--- src/rtl/multi_clock_divider_if.sv ---
// Divisor-update handshake between a configuration source and multi_clock_divider.
interface multi_clock_divider_if #(
   parameter int NUM_CH = 4,
   parameter int CNT_W  = 17
);
   localparam int CH_W = (NUM_CH > 1) ? $clog2(NUM_CH) : 1;

   logic             cfg_valid;
   logic [CH_W-1:0]  cfg_ch;
   logic [CNT_W-1:0] cfg_div;
   logic             cfg_ready;

   modport master (output cfg_valid, output cfg_ch, output cfg_div, input cfg_ready);
   modport slave  (input cfg_valid, input cfg_ch, input cfg_div, output cfg_ready);
endinterface

--- src/rtl/multi_clock_divider.sv ---
// Multi-channel clock divider: per-channel 50% square wave plus rising-edge tick,
// with a half-period divisor that is reloaded glitch-free at half-period boundaries.
// Each channel runs a down-counter that reloads with (divisor - 1) and toggles
// clk_out when it reaches zero.
module multi_clock_divider #(
   parameter int NUM_CH      = 4,
   parameter int CNT_W       = 17,
   parameter int DEFAULT_DIV = 50000
) (
   input  logic                 clk_100MHz,
   input  logic                 rst,
   input  logic [NUM_CH-1:0]    ch_en,
   multi_clock_divider_if.slave cfg,
   output logic [NUM_CH-1:0]    clk_out,
   output logic [NUM_CH-1:0]    tick
);
   localparam int               CH_W    = (NUM_CH > 1) ? $clog2(NUM_CH) : 1;
   localparam logic [CNT_W-1:0] ONE     = CNT_W'(1);
   localparam logic [CNT_W-1:0] DIV_RST = CNT_W'(DEFAULT_DIV);
   localparam logic [CNT_W-1:0] CNT_RST = CNT_W'(DEFAULT_DIV - 1);

   logic [CNT_W-1:0]  cnt_q      [NUM_CH];
   logic [CNT_W-1:0]  cnt_d      [NUM_CH];
   logic [CNT_W-1:0]  div_act_q  [NUM_CH];
   logic [CNT_W-1:0]  div_act_d  [NUM_CH];
   logic [CNT_W-1:0]  div_pend_q [NUM_CH];
   logic [CNT_W-1:0]  div_pend_d [NUM_CH];
   logic [CNT_W-1:0]  div_next   [NUM_CH];
   logic [NUM_CH-1:0] pend_q, pend_d;
   logic [NUM_CH-1:0] clk_q, clk_d;
   logic [NUM_CH-1:0] tick_q, tick_d;
   logic              cfg_ready_c;
   logic              accept;
   logic [CNT_W-1:0]  div_in;

   // Ready only for an existing channel that has no update already waiting.
   always_comb begin
      cfg_ready_c = 1'b0;
      for (int i = 0; i < NUM_CH; i++) begin
         if (cfg.cfg_ch == CH_W'(i)) cfg_ready_c = ~pend_q[i];
      end
   end

   assign cfg.cfg_ready = cfg_ready_c;
   assign accept        = cfg.cfg_valid & cfg_ready_c;
   assign div_in        = (cfg.cfg_div == '0) ? ONE : cfg.cfg_div;
   assign clk_out       = clk_q;
   assign tick          = tick_q;

   // Per-channel next state: reload/toggle on terminal count, disable handling, cfg capture.
   always_comb begin
      pend_d = pend_q;
      clk_d  = clk_q;
      tick_d = '0;
      for (int i = 0; i < NUM_CH; i++) begin
         cnt_d[i]      = cnt_q[i];
         div_act_d[i]  = div_act_q[i];
         div_pend_d[i] = div_pend_q[i];
         div_next[i]   = pend_q[i] ? div_pend_q[i] : div_act_q[i];
         if (!ch_en[i]) begin
            cnt_d[i]     = div_next[i] - ONE;
            clk_d[i]     = 1'b0;
            div_act_d[i] = div_next[i];
            pend_d[i]    = 1'b0;
         end else if (cnt_q[i] == '0) begin
            cnt_d[i]     = div_next[i] - ONE;
            clk_d[i]     = ~clk_q[i];
            tick_d[i]    = ~clk_q[i];
            div_act_d[i] = div_next[i];
            pend_d[i]    = 1'b0;
         end else begin
            cnt_d[i] = cnt_q[i] - ONE;
         end
         // A boundary on this same edge already used the old pending state above.
         if (accept && (cfg.cfg_ch == CH_W'(i))) begin
            div_pend_d[i] = div_in;
            pend_d[i]     = 1'b1;
         end
      end
   end

   // State registers with synchronous reset to the default divisor.
   always_ff @(posedge clk_100MHz) begin
      if (rst) begin
         pend_q <= '0;
         clk_q  <= '0;
         tick_q <= '0;
         for (int i = 0; i < NUM_CH; i++) begin
            cnt_q[i]      <= CNT_RST;
            div_act_q[i]  <= DIV_RST;
            div_pend_q[i] <= DIV_RST;
         end
      end else begin
         pend_q <= pend_d;
         clk_q  <= clk_d;
         tick_q <= tick_d;
         for (int i = 0; i < NUM_CH; i++) begin
            cnt_q[i]      <= cnt_d[i];
            div_act_q[i]  <= div_act_d[i];
            div_pend_q[i] <= div_pend_d[i];
         end
      end
   end
endmodule
--- src/flat_wrapper.sv ---
// flat-port wrapper written by rule: the top's interface ports become plain ports
module multi_clock_divider_flat 
#(
   parameter int NUM_CH      = 4,
   parameter int CNT_W       = 17,
   parameter int DEFAULT_DIV = 50000
)
  (clk_100MHz, rst, ch_en, clk_out, tick, cfg_cfg_valid, cfg_cfg_ch, cfg_cfg_div, cfg_cfg_ready);
  multi_clock_divider_if #(.NUM_CH(NUM_CH), .CNT_W(CNT_W)) cfg_i ();
  input  logic clk_100MHz;
  input  logic rst;
  input  logic [NUM_CH-1:0] ch_en;
  output logic [NUM_CH-1:0] clk_out;
  output logic [NUM_CH-1:0] tick;
  input wire logic [$bits(cfg_i.cfg_valid)-1:0] cfg_cfg_valid;
  input wire logic [$bits(cfg_i.cfg_ch)-1:0] cfg_cfg_ch;
  input wire logic [$bits(cfg_i.cfg_div)-1:0] cfg_cfg_div;
  output wire logic [$bits(cfg_i.cfg_ready)-1:0] cfg_cfg_ready;
  assign cfg_i.cfg_valid = cfg_cfg_valid;
  assign cfg_i.cfg_ch = cfg_cfg_ch;
  assign cfg_i.cfg_div = cfg_cfg_div;
  assign cfg_cfg_ready = cfg_i.cfg_ready;
  multi_clock_divider #(.NUM_CH(NUM_CH), .CNT_W(CNT_W), .DEFAULT_DIV(DEFAULT_DIV)) u_core (.clk_100MHz(clk_100MHz), .rst(rst), .ch_en(ch_en), .cfg(cfg_i), .clk_out(clk_out), .tick(tick));
endmodule
--- config.mk ---
export PLATFORM = sky130hd
export DESIGN_NAME = multi_clock_divider_flat
export DESIGN_NICKNAME = d
export VERILOG_FILES = /design/src/rtl/multi_clock_divider_if.sv /design/src/rtl/multi_clock_divider.sv /design/src/flat_wrapper.sv
export SDC_FILE = /design/constraint.sdc
export NUM_CORES = 1
export LEC_CHECK = 0
export CAP_MARGIN = 20
export CORE_MARGIN = 5
export CORE_UTILIZATION = 35
export DETAILED_ROUTE_END_ITERATION = 7
export SLEW_MARGIN = 15
export SYNTH_ARGS = -nofsm -noshare
export SYNTH_HDL_FRONTEND = slang
export SYNTH_SLANG_ARGS = --single-unit
export TNS_END_PERCENT = 5
--- constraint.sdc ---
create_clock -name clk_100MHz -period 8.01 [get_ports clk_100MHz]
set_input_delay 1.602 -clock clk_100MHz [delete_from_list [all_inputs] [get_ports clk_100MHz]]
set_output_delay 1.602 -clock clk_100MHz [all_outputs]
set_load 0.01 [all_outputs]
Word level (Yosys, flattened, before mapping)
Memories as Yosys holds them, arrays and structs flattened.
Index checks and enable logic that the tools add are counted.
W data, S select, Z words.
{"block": "classes", "n_addsub": 8, "n_eq_ne": 7, "mux": 56, "n_bitwise": 29, "reduce_logical": 18}
{"cell": "$mux W17", "count": 37}
{"cell": "$sub A17 B1 Y17 const B", "count": 8}
{"cell": "$logic_not A17 Y1", "count": 5}
{"cell": "$mux W1", "count": 19}
{"cell": "$not A1 Y1", "count": 16}
{"cell": "$ne A3 B1 Y1 const B", "count": 4}
{"cell": "$or A1 B1 Y1", "count": 12}
{"cell": "$reduce_or A3 Y1", "count": 4}
{"cell": "$reduce_or A2 Y1", "count": 4}
{"cell": "$eq A2 B2 Y1 const B", "count": 2}
{"cell": "$logic_and A1 B1 Y1", "count": 4}
{"cell": "$eq A2 B1 Y1 const B", "count": 1}
{"cell": "$logic_not A2 Y1", "count": 1}
{"cell": "$and A1 B1 Y1", "count": 1}
{"block": "word_totals", "register_bits": 12, "mem_bits_rw": 204, "inputBits": 26, "output_inout_bits": 9, "elab_cells": 133, "mem_count": 3}
{"memory": "u_core.cnt_q", "words": 4, "width": 17, "rd": 4, "rd_ports_with_merged_regs": 0, "write_ports": 4, "line": "multi_clock_divider.sv:22", "rtl": "logic [CNT_W-1:0] cnt_q [NUM_CH];"}
{"memory": "u_core.div_act_q", "words": 4, "width": 17, "rd": 4, "rd_ports_with_merged_regs": 0, "write_ports": 4, "line": "multi_clock_divider.sv:24", "rtl": "logic [CNT_W-1:0] div_act_q [NUM_CH];"}
{"memory": "u_core.div_pend_q", "words": 4, "width": 17, "rd": 4, "rd_ports_with_merged_regs": 0, "write_ports": 4, "line": "multi_clock_divider.sv:26", "rtl": "logic [CNT_W-1:0] div_pend_q [NUM_CH];"}

Logic depth before layout (Yosys ltp)
Gate-level depths: netlist of the first run.
{"block": "logic_depth", "word_depth": 9, "ltp_mapped": 11}

Worst setup path before layout of the first run
No wires, ideal clock.
{"block": "synth_timing", "kind": "input-to-output", "startpoint": "in cfg_cfg_ch[1]", "endpoint": "out cfg_cfg_ready", "arrival_time_ns": 2.025, "required_time_ns": 6.408, "slack_ns": 4.383, "cell_stages": 3, "path_buffers": 0, "cell_sequence": "nor2b_1 o21ai_0 o21ai_0"}
{"block": "synth_between", "elab_chain_cells": 5}
{"item": "from (decl)", "line": "flat_wrapper.sv:16", "rtl": "input wire logic [$bits(cfg_i.cfg_ch)-1:0] cfg_cfg_ch;"}
{"item": "$logic_not A2 Y1", "line": "multi_clock_divider.sv:40", "rtl": "if (cfg.cfg_ch == CH_W'(i)) cfg_ready_c = ~pend_q[i];"}
{"item": "$mux W1 (3 in series)", "line": "multi_clock_divider.sv:40"}
{"item": "$mux W1 (*)", "line": "multi_clock_divider.sv:40"}
{"item": "to (decl)", "line": "flat_wrapper.sv:18", "rtl": "output wire logic [$bits(cfg_i.cfg_ready)-1:0] cfg_cfg_ready;"}
Every way passes the cells marked *; elsewhere a longest branch is shown, timed or not.

Worst setup path in the final report of the first run
Same ends and word-level chain as after synthesis.

==> flow_metrics.py, run 1 <==
metrics = {
    "power": {
        "total_leakage_power_nw": 4.24,
        "peakVddDrop_mv": 0.143,
        "powerDensity_nw_per_um2": 204,
        "totalPowerFinal_mw": 2.55,
    },
    "placed_design": {
        "io_buffers": 34,
        "placed_cells": 1716,
        "place_area_sq_um": 11600,
        "globalplace.congestion": 0.771,
        "dpl.hpwl_mm": 18.5,
    },
    "die": {
        "num_rows": 65,
        "die_area_sq_um": 35100,
        "die_h_microns": 187,
        "dieWidth_microns": 187,
        "design.core.area_sq_um": 31300,
        "boundaryPins": 35,
        "start_util": 0.352,
    },
    "finish": {
        "antennaDiodeCount": 0,
        "final_area_sq_um": 12500,
        "drive_gt1_frac": 0.0684,
        "stdcell_count": 1762,
        "finalNetCount": 1380,
        "synthToLayoutAreaGrowth_pct": 13.3,
    },
    "drt": {
        "drtIter0Drc": 594,
        "avgRoutedWirePerCell_microns": 15.8,
        "routed_wl_mm": 27.8,
        "vias": 9341,
        "drc": 0,
        "viasPerCell": 5.30,
        "dr.pass1.iters": 5,
        "ant_nets": 0,
    },
    "clock_tree": {
        "clk_latency_ps": 520,
        "clock-sinks": 216,
        "cts_tree": "built",
        "cts_setup_buffers": 0,
        "clk_path_buf_depth": 3,
        "cts_made_buffers": 25,
        "ctsHoldBuffers": 0,
        "post_cts_resized": 0,
        "cts.htree.levels": 1,
        "path_clk_slew_ps": 60,
        "cts_root_buf": "clkbuf_16",
    },
    "synth": {
        "muxShareOfSynthArea": 0.0729,
        "syn_area_sq_um": 11000,
        "synth_warnings": 0,
        "syn-mean-instance-area_sq_um": 8.15,
        "synth_fp_nets": 1388,
        "synth-xor-area-share": 0.0756,
        "async_reset_ff_frac": 0,
        "syn_inst": 1350,
        "synth_edf_count": 0,
        "synth_fa_ha_area_frac": 0.0136,
        "synth-seq-cells": 216,
        "synth_top_family_by_area": "simple AND/OR/NAND/NOR gates",
        "synth_ff_type": "dfxtp_1",
        "synth.yosys.seq_area_share": 0.393,
        "synth-compound-area-share": 0.150,
        "yosys.area_share.simple": 0.260,
        "synth_cell_type_count": 57,
    },
    "global_route": {
        "grt_pass1_vias": 8960,
        "grtUsageTotal": 0.156,
        "antenna_found_initial": 0,
        "grt_max_degree": 80,
        "grt_overflow": 0,
        "grt_pass1_wl_mm": 47.1,
    },
    "critical_path": {
        "r2r_cells": 7,
        "path_class": "in -> out",
        "cp_max_fo": 8,
        "crit_required_ps": 6410,
        "r2r_end": "u_core.cnt_q[0][15]",
        "worst_setup_path_start_kind": "primary input",
        "rr_startpoint": "u_core.pend_q[0]",
        "regToRegSetupSlack_ps": 5150,
        "arrival_ps": 3230,
        "startpoint": "cfg_cfg_ch[1]",
        "critical_path.endpoint_type": "output pin",
    },
    "sta": {
        "rsz0062_at_grt": "false",
        "setup_violations": 0,
        "slew-limit-headroom": 0.345,
        "fin_skew_ps": 17.3,
        "fin_crit_sh": 0.603,
        "whs_ps": 465,
        "slew_violations": 0,
        "fin_setup_tns_ps": 0,
        "max_freq_ghz": 0.207,
        "tightest_slew_ps": 981,
        "finalHoldViolCount": 0,
        "layout_min_cycle_time_ps": 4830,
    },
    "min_path": {
        "hold_depth": 2,
        "hp-class": "reg -> reg",
        "min_to": "u_core.div_pend_q[1][11]",
        "worstHoldStart": "u_core.div_pend_q[1][11]",
    },
    "job": {
        "drv_cap": 0,
    },
    "run_status": {
        "status": "finished, final reports clean",
    },
}
stage by stage:
step | worst slack [ps] | util
global route | 3080 | 0.398
finish | 3180 | 0.398
detailed placement | 3230 | 0.372
CTS | 3220 | 0.398
floorplan | 4380 | -
global placement | 3230 | 0.372
cells in the mapped netlist, types with 3 or more instances:
cell,number,share of area
o21ai_0,61,0.028
nand2_1,190,0.065
clkbuf_1,64,0.022
or2_2,3,0.0017
o21a_1,8,0.0055
mux2i_1,61,0.055
nor3b_1,23,0.016
buf_2,6,0.0027
mux2_2,17,0.017
a31oi_1,5,0.0028
o211ai_1,16,0.011
ha_1,12,0.014
xor2_1,36,0.029
or4b_2,4,0.0036
inv_1,13,0.0044
or3_1,15,0.0085
nand4b_1,5,0.0040
nor2_1,112,0.038
nor3_1,53,0.024
o221ai_1,7,0.0056
xnor2_1,59,0.047
or3b_2,5,0.0040
nor4b_1,6,0.0048
dfxtp_1,216,0.39
nand3_1,75,0.034
a21oi_1,93,0.042
buf_1,11,0.0038
nand3b_1,4,0.0027
a211o_1,8,0.0064
o31ai_1,8,0.0055
nand4_1,18,0.010
a211oi_1,32,0.022
and2_1,7,0.0040
nor4_1,33,0.019
o22ai_1,4,0.0023
and3_1,7,0.0040
or4_1,17,0.012
a21o_1,5,0.0034
o31a_1,3,0.0024
a31o_2,3,0.0024
final cells by class:
type,instances,area [sq um]
flip-flops and latches,216,4330
fillers,3170,18800
clock inverters,5,56.3
inverters,14,52.6
well taps,402,503
repair buffers,48,440
multi-input cells,1037,6340
clock buffers,40,762
cells in the final DEF (no fill, tap or decap), drive strengths merged, types with 3 or more instances in the layout:
master         count
a211o              8
a211oi            32
a21o               5
a21oi             93
a31o               3
a31oi              5
and2               8
and3               7
buf               14
clkbuf            41
clkdlybuf4s50     33
dfxtp            216
ha                12
inv               15
mux2              17
mux2i             61
nand2            190
nand3             75
nand3b             4
nand4             18
nand4b             5
nor2             112
nor3              53
nor3b             23
nor4              34
nor4b              6
o211ai            16
o21a               8
o21ai             63
o221ai             7
o22ai              4
o31a               3
o31ai              8
or2                3
or3               15
or3b               5
or4               18
or4b               4
xnor2             59
xor2              36
power by group:
group	switching (mW)	leakage, nW	internal [mW]
Clock	0.446	0.400	0.681
Sequential	0.0446	1.77	1.12
Combinational	0.154	2.07	0.101
worst max-delay path: stages:
cell,delay (ps)
clkdlybuf4s50_1,640
nor2b_1,240
o21ai_0,110
o21ai_0,80
clkdlybuf4s50_1,550
cell families (layout without fill, tap and decap cells):
| family | count (synthesis) | count (layout) |
|---|---|---|
| compound gates | 268 | 268 |
| buf+inv | 97 | 107 |
| fa+ha+maj | 12 | 12 |
| simple gates | 584 | 584 |
| mux | 78 | 78 |
| xor+xnor | 95 | 95 |
| flops | 216 | 216 |
how the worst max path moves through the flow:
stage	to	slack, ps	cells after the start
after CTS	cfg_cfg_ready	3220	5
after floorplan	cfg_cfg_ready	4380	3
after global placement	cfg_cfg_ready	3230	5
after global routing	cfg_cfg_ready	3080	5
final	cfg_cfg_ready	3180	5
after detailed placement	cfg_cfg_ready	3230	5
registers in the layout, indices dropped and copies added, names as in the netlist:
register	cells
u_core.tick	4
u_core.div_act_q	68
u_core.div_pend_q	68
u_core.pend_q	4
u_core.cnt_q	68
u_core.clk_out	4
per-layer routing:
metal  vias to the layer above  part of all wire  track usage
met5                         -                 0            0
li1                       4830                 -            -
met3                        51             0.031       0.0198
met4                         0             0.035       0.0512
met1                      4328              0.48        0.217
met2                       132              0.45        0.253
Power figures use the tool's default switching activity.
==> inputs of run 2 (changes only) <==
==> constraint.sdc (replaced) <==
create_clock -name clk_100MHz -period 4.1 [get_ports clk_100MHz]
set_input_delay 0.82 -clock clk_100MHz [delete_from_list [all_inputs] [get_ports clk_100MHz]]
set_output_delay 0.82 -clock clk_100MHz [all_outputs]
set_load 0.01 [all_outputs]
==> run 2 against run 1 <==
  * Clock skew is 7.1 ps lower
  * Global-route usage is 0.36 points lower
  * Via count is 1.3% higher
  * Die area stayed put
  * Sequential power is 95% higher
  * Non-clock buffer count is 6 higher
  * Worst setup slack worse by 2300 ps
  * Final cell count is 0.40% higher
  * Utilization is 0.080 points higher
  * Critical path depth stayed put
  * Largest power group unchanged
==> flow_metrics.py, run 2 (synthesis gave the netlist of run 1 again) <==
metrics = {
    "run_status": {
        "status": "finished, final reports clean",
    },
    "sta": {
        "fin_setup_tns_ps": 0,
        "slew-limit-headroom": 0.360,
        "tightest_slew_ps": 958,
        "layout_min_cycle_time_ps": 3250,
        "fin_skew_ps": 10.1,
        "finalHoldViolCount": 0,
        "fin_ws_ps": 855,
        "fin_crit_sh": 0.792,
        "slew_violations": 0,
        "max_freq_ghz": 0.308,
        "setup_violations": 0,
        "rsz0062_at_grt": "false",
    },
    "clock_tree": {
        "clk_path_buf_depth": 3,
        "ctsHoldBuffers": 0,
        "clk_latency_ps": 520,
        "cts.htree.levels": 1,
        "cts_root_buf": "clkbuf_16",
        "clock-sinks": 216,
        "cts_made_buffers": 25,
        "cts_tree": "built",
        "cts_setup_buffers": 0,
        "post_cts_resized": 0,
        "path_clk_slew_ps": 60,
    },
    "min_path": {
        "hold_depth": 2,
        "hp-class": "reg -> reg",
    },
    "critical_path": {
        "critical_path.endpoint_type": "output pin",
        "crit_required_ps": 3280,
        "path_cells": "clkdlybuf4s50_1 > nor2b_1 > o21ai_0 > o21ai_0 > clkdlybuf4s50_1",
        "cp_max_fo": 8,
        "worst_setup_path_start_kind": "primary input",
        "arrival_ps": 2430,
        "slowest_stage": "clkdlybuf4s50_1",
        "path_class": "in -> out",
        "r2r_cells": 6,
        "cp_slowest_stage_delay_ps": 610,
    },
    "global_route": {
        "grt_max_degree": 135,
        "grt_overflow": 0,
        "antenna_found_initial": 0,
        "grtUsageTotal": 0.153,
        "grt_pass1_wl_mm": 46.2,
        "grt_pass1_vias": 8923,
    },
    "drt": {
        "dr.pass1.iters": 6,
        "drtIter0Drc": 530,
        "vias": 9464,
        "routed_wl_mm": 27.5,
        "avgRoutedWirePerCell_microns": 15.6,
        "viasPerCell": 5.35,
        "drc": 0,
        "ant_nets": 0,
    },
    "die": {
        "num_rows": 65,
        "boundaryPins": 35,
        "start_util": 0.352,
        "dieWidth_microns": 187,
        "die_area_sq_um": 35100,
        "die_h_microns": 187,
        "design.core.area_sq_um": 31300,
    },
    "power": {
        "total_leakage_power_nw": 4.27,
        "peakVddDrop_mv": 0.249,
        "powerDensity_nw_per_um2": 392,
        "totalPowerFinal_mw": 4.90,
    },
    "finish": {
        "drive_gt1_frac": 0.0724,
        "synthToLayoutAreaGrowth_pct": 13.6,
        "final_common_cell": "dfxtp_1",
        "antennaDiodeCount": 0,
        "mostFrequentLayoutCells": "215 x dfxtp_1, 190 x nand2_1, 112 x nor2_1",
        "reg_top3": "u_core.cnt_q: 68 flops, u_core.div_act_q: 68 flops, u_core.div_pend_q: 68 flops",
        "finalNetCount": 1386,
    },
    "placed_design": {
        "io_buffers": 34,
        "dpl.hpwl_mm": 18.3,
        "pre_cts_slack_ps": 845,
        "globalplace.congestion": 0.799,
    },
    "job": {
        "drv_cap": 0,
    },
}
==> run 2: critical path: cells and delay by family <==
kind                   cells  cell delay, ps
buffers and inverters      2            1170
and+or+nand+nor            1             230
AOI/OAI and AO/OA          2             200
==> run 2: metrics by stage <==
stage	instance area, sq um	utilization	hold slack, ps	instances
2_1_floorplan	11000	-	433	1350
3_3_place_gp	11700	0.374	442	1723
3_5_place_dp	11700	0.374	447	1723
4_1_cts	12500	0.399	455	1769
5_1_grt	12500	0.399	477	1769
6_report	12500	0.399	455	1769
==> run 2: path summary, 6_finish.rpt <==
kind         slack, ps                     from                       to
max                850            cfg_cfg_ch[1]            cfg_cfg_ready
min                450  u_core.div_act_q[2][16]  u_core.div_act_q[2][16]
max reg2reg       1290         u_core.pend_q[3]      u_core.cnt_q[3][15]
min reg2reg        450  u_core.div_act_q[2][16]  u_core.div_act_q[2][16]
==> run 2: area by class of cell <==
class / count / area [sq um]
timing repair buffer: 54 / 513
tap: 402 / 503
clock inverter: 7 / 38.8
multi-input combinational: 1037 / 6330
inverter: 14 / 52.6
fill: 3128 / 18800
clock buffer: 39 / 738
sequential: 216 / 4330
==> run 2: power breakdown <==
| part | internal (mW) | total [mW] | switching [mW] |
|---|---|---|---|
| Sequential | 2.19 | 2.28 | 0.0912 |
| Clock | 1.23 | 2.11 | 0.879 |
| Combinational | 0.202 | 0.500 | 0.298 |
==> run 2: per-layer routing <==
layer  wire, microns  vias up  global-route usage
met5               0        -                   0
li1                -     4843                   -
met2           12300      148               0.249
met4             753        0              0.0398
met1           13600     4435               0.215
met3             872       38              0.0194
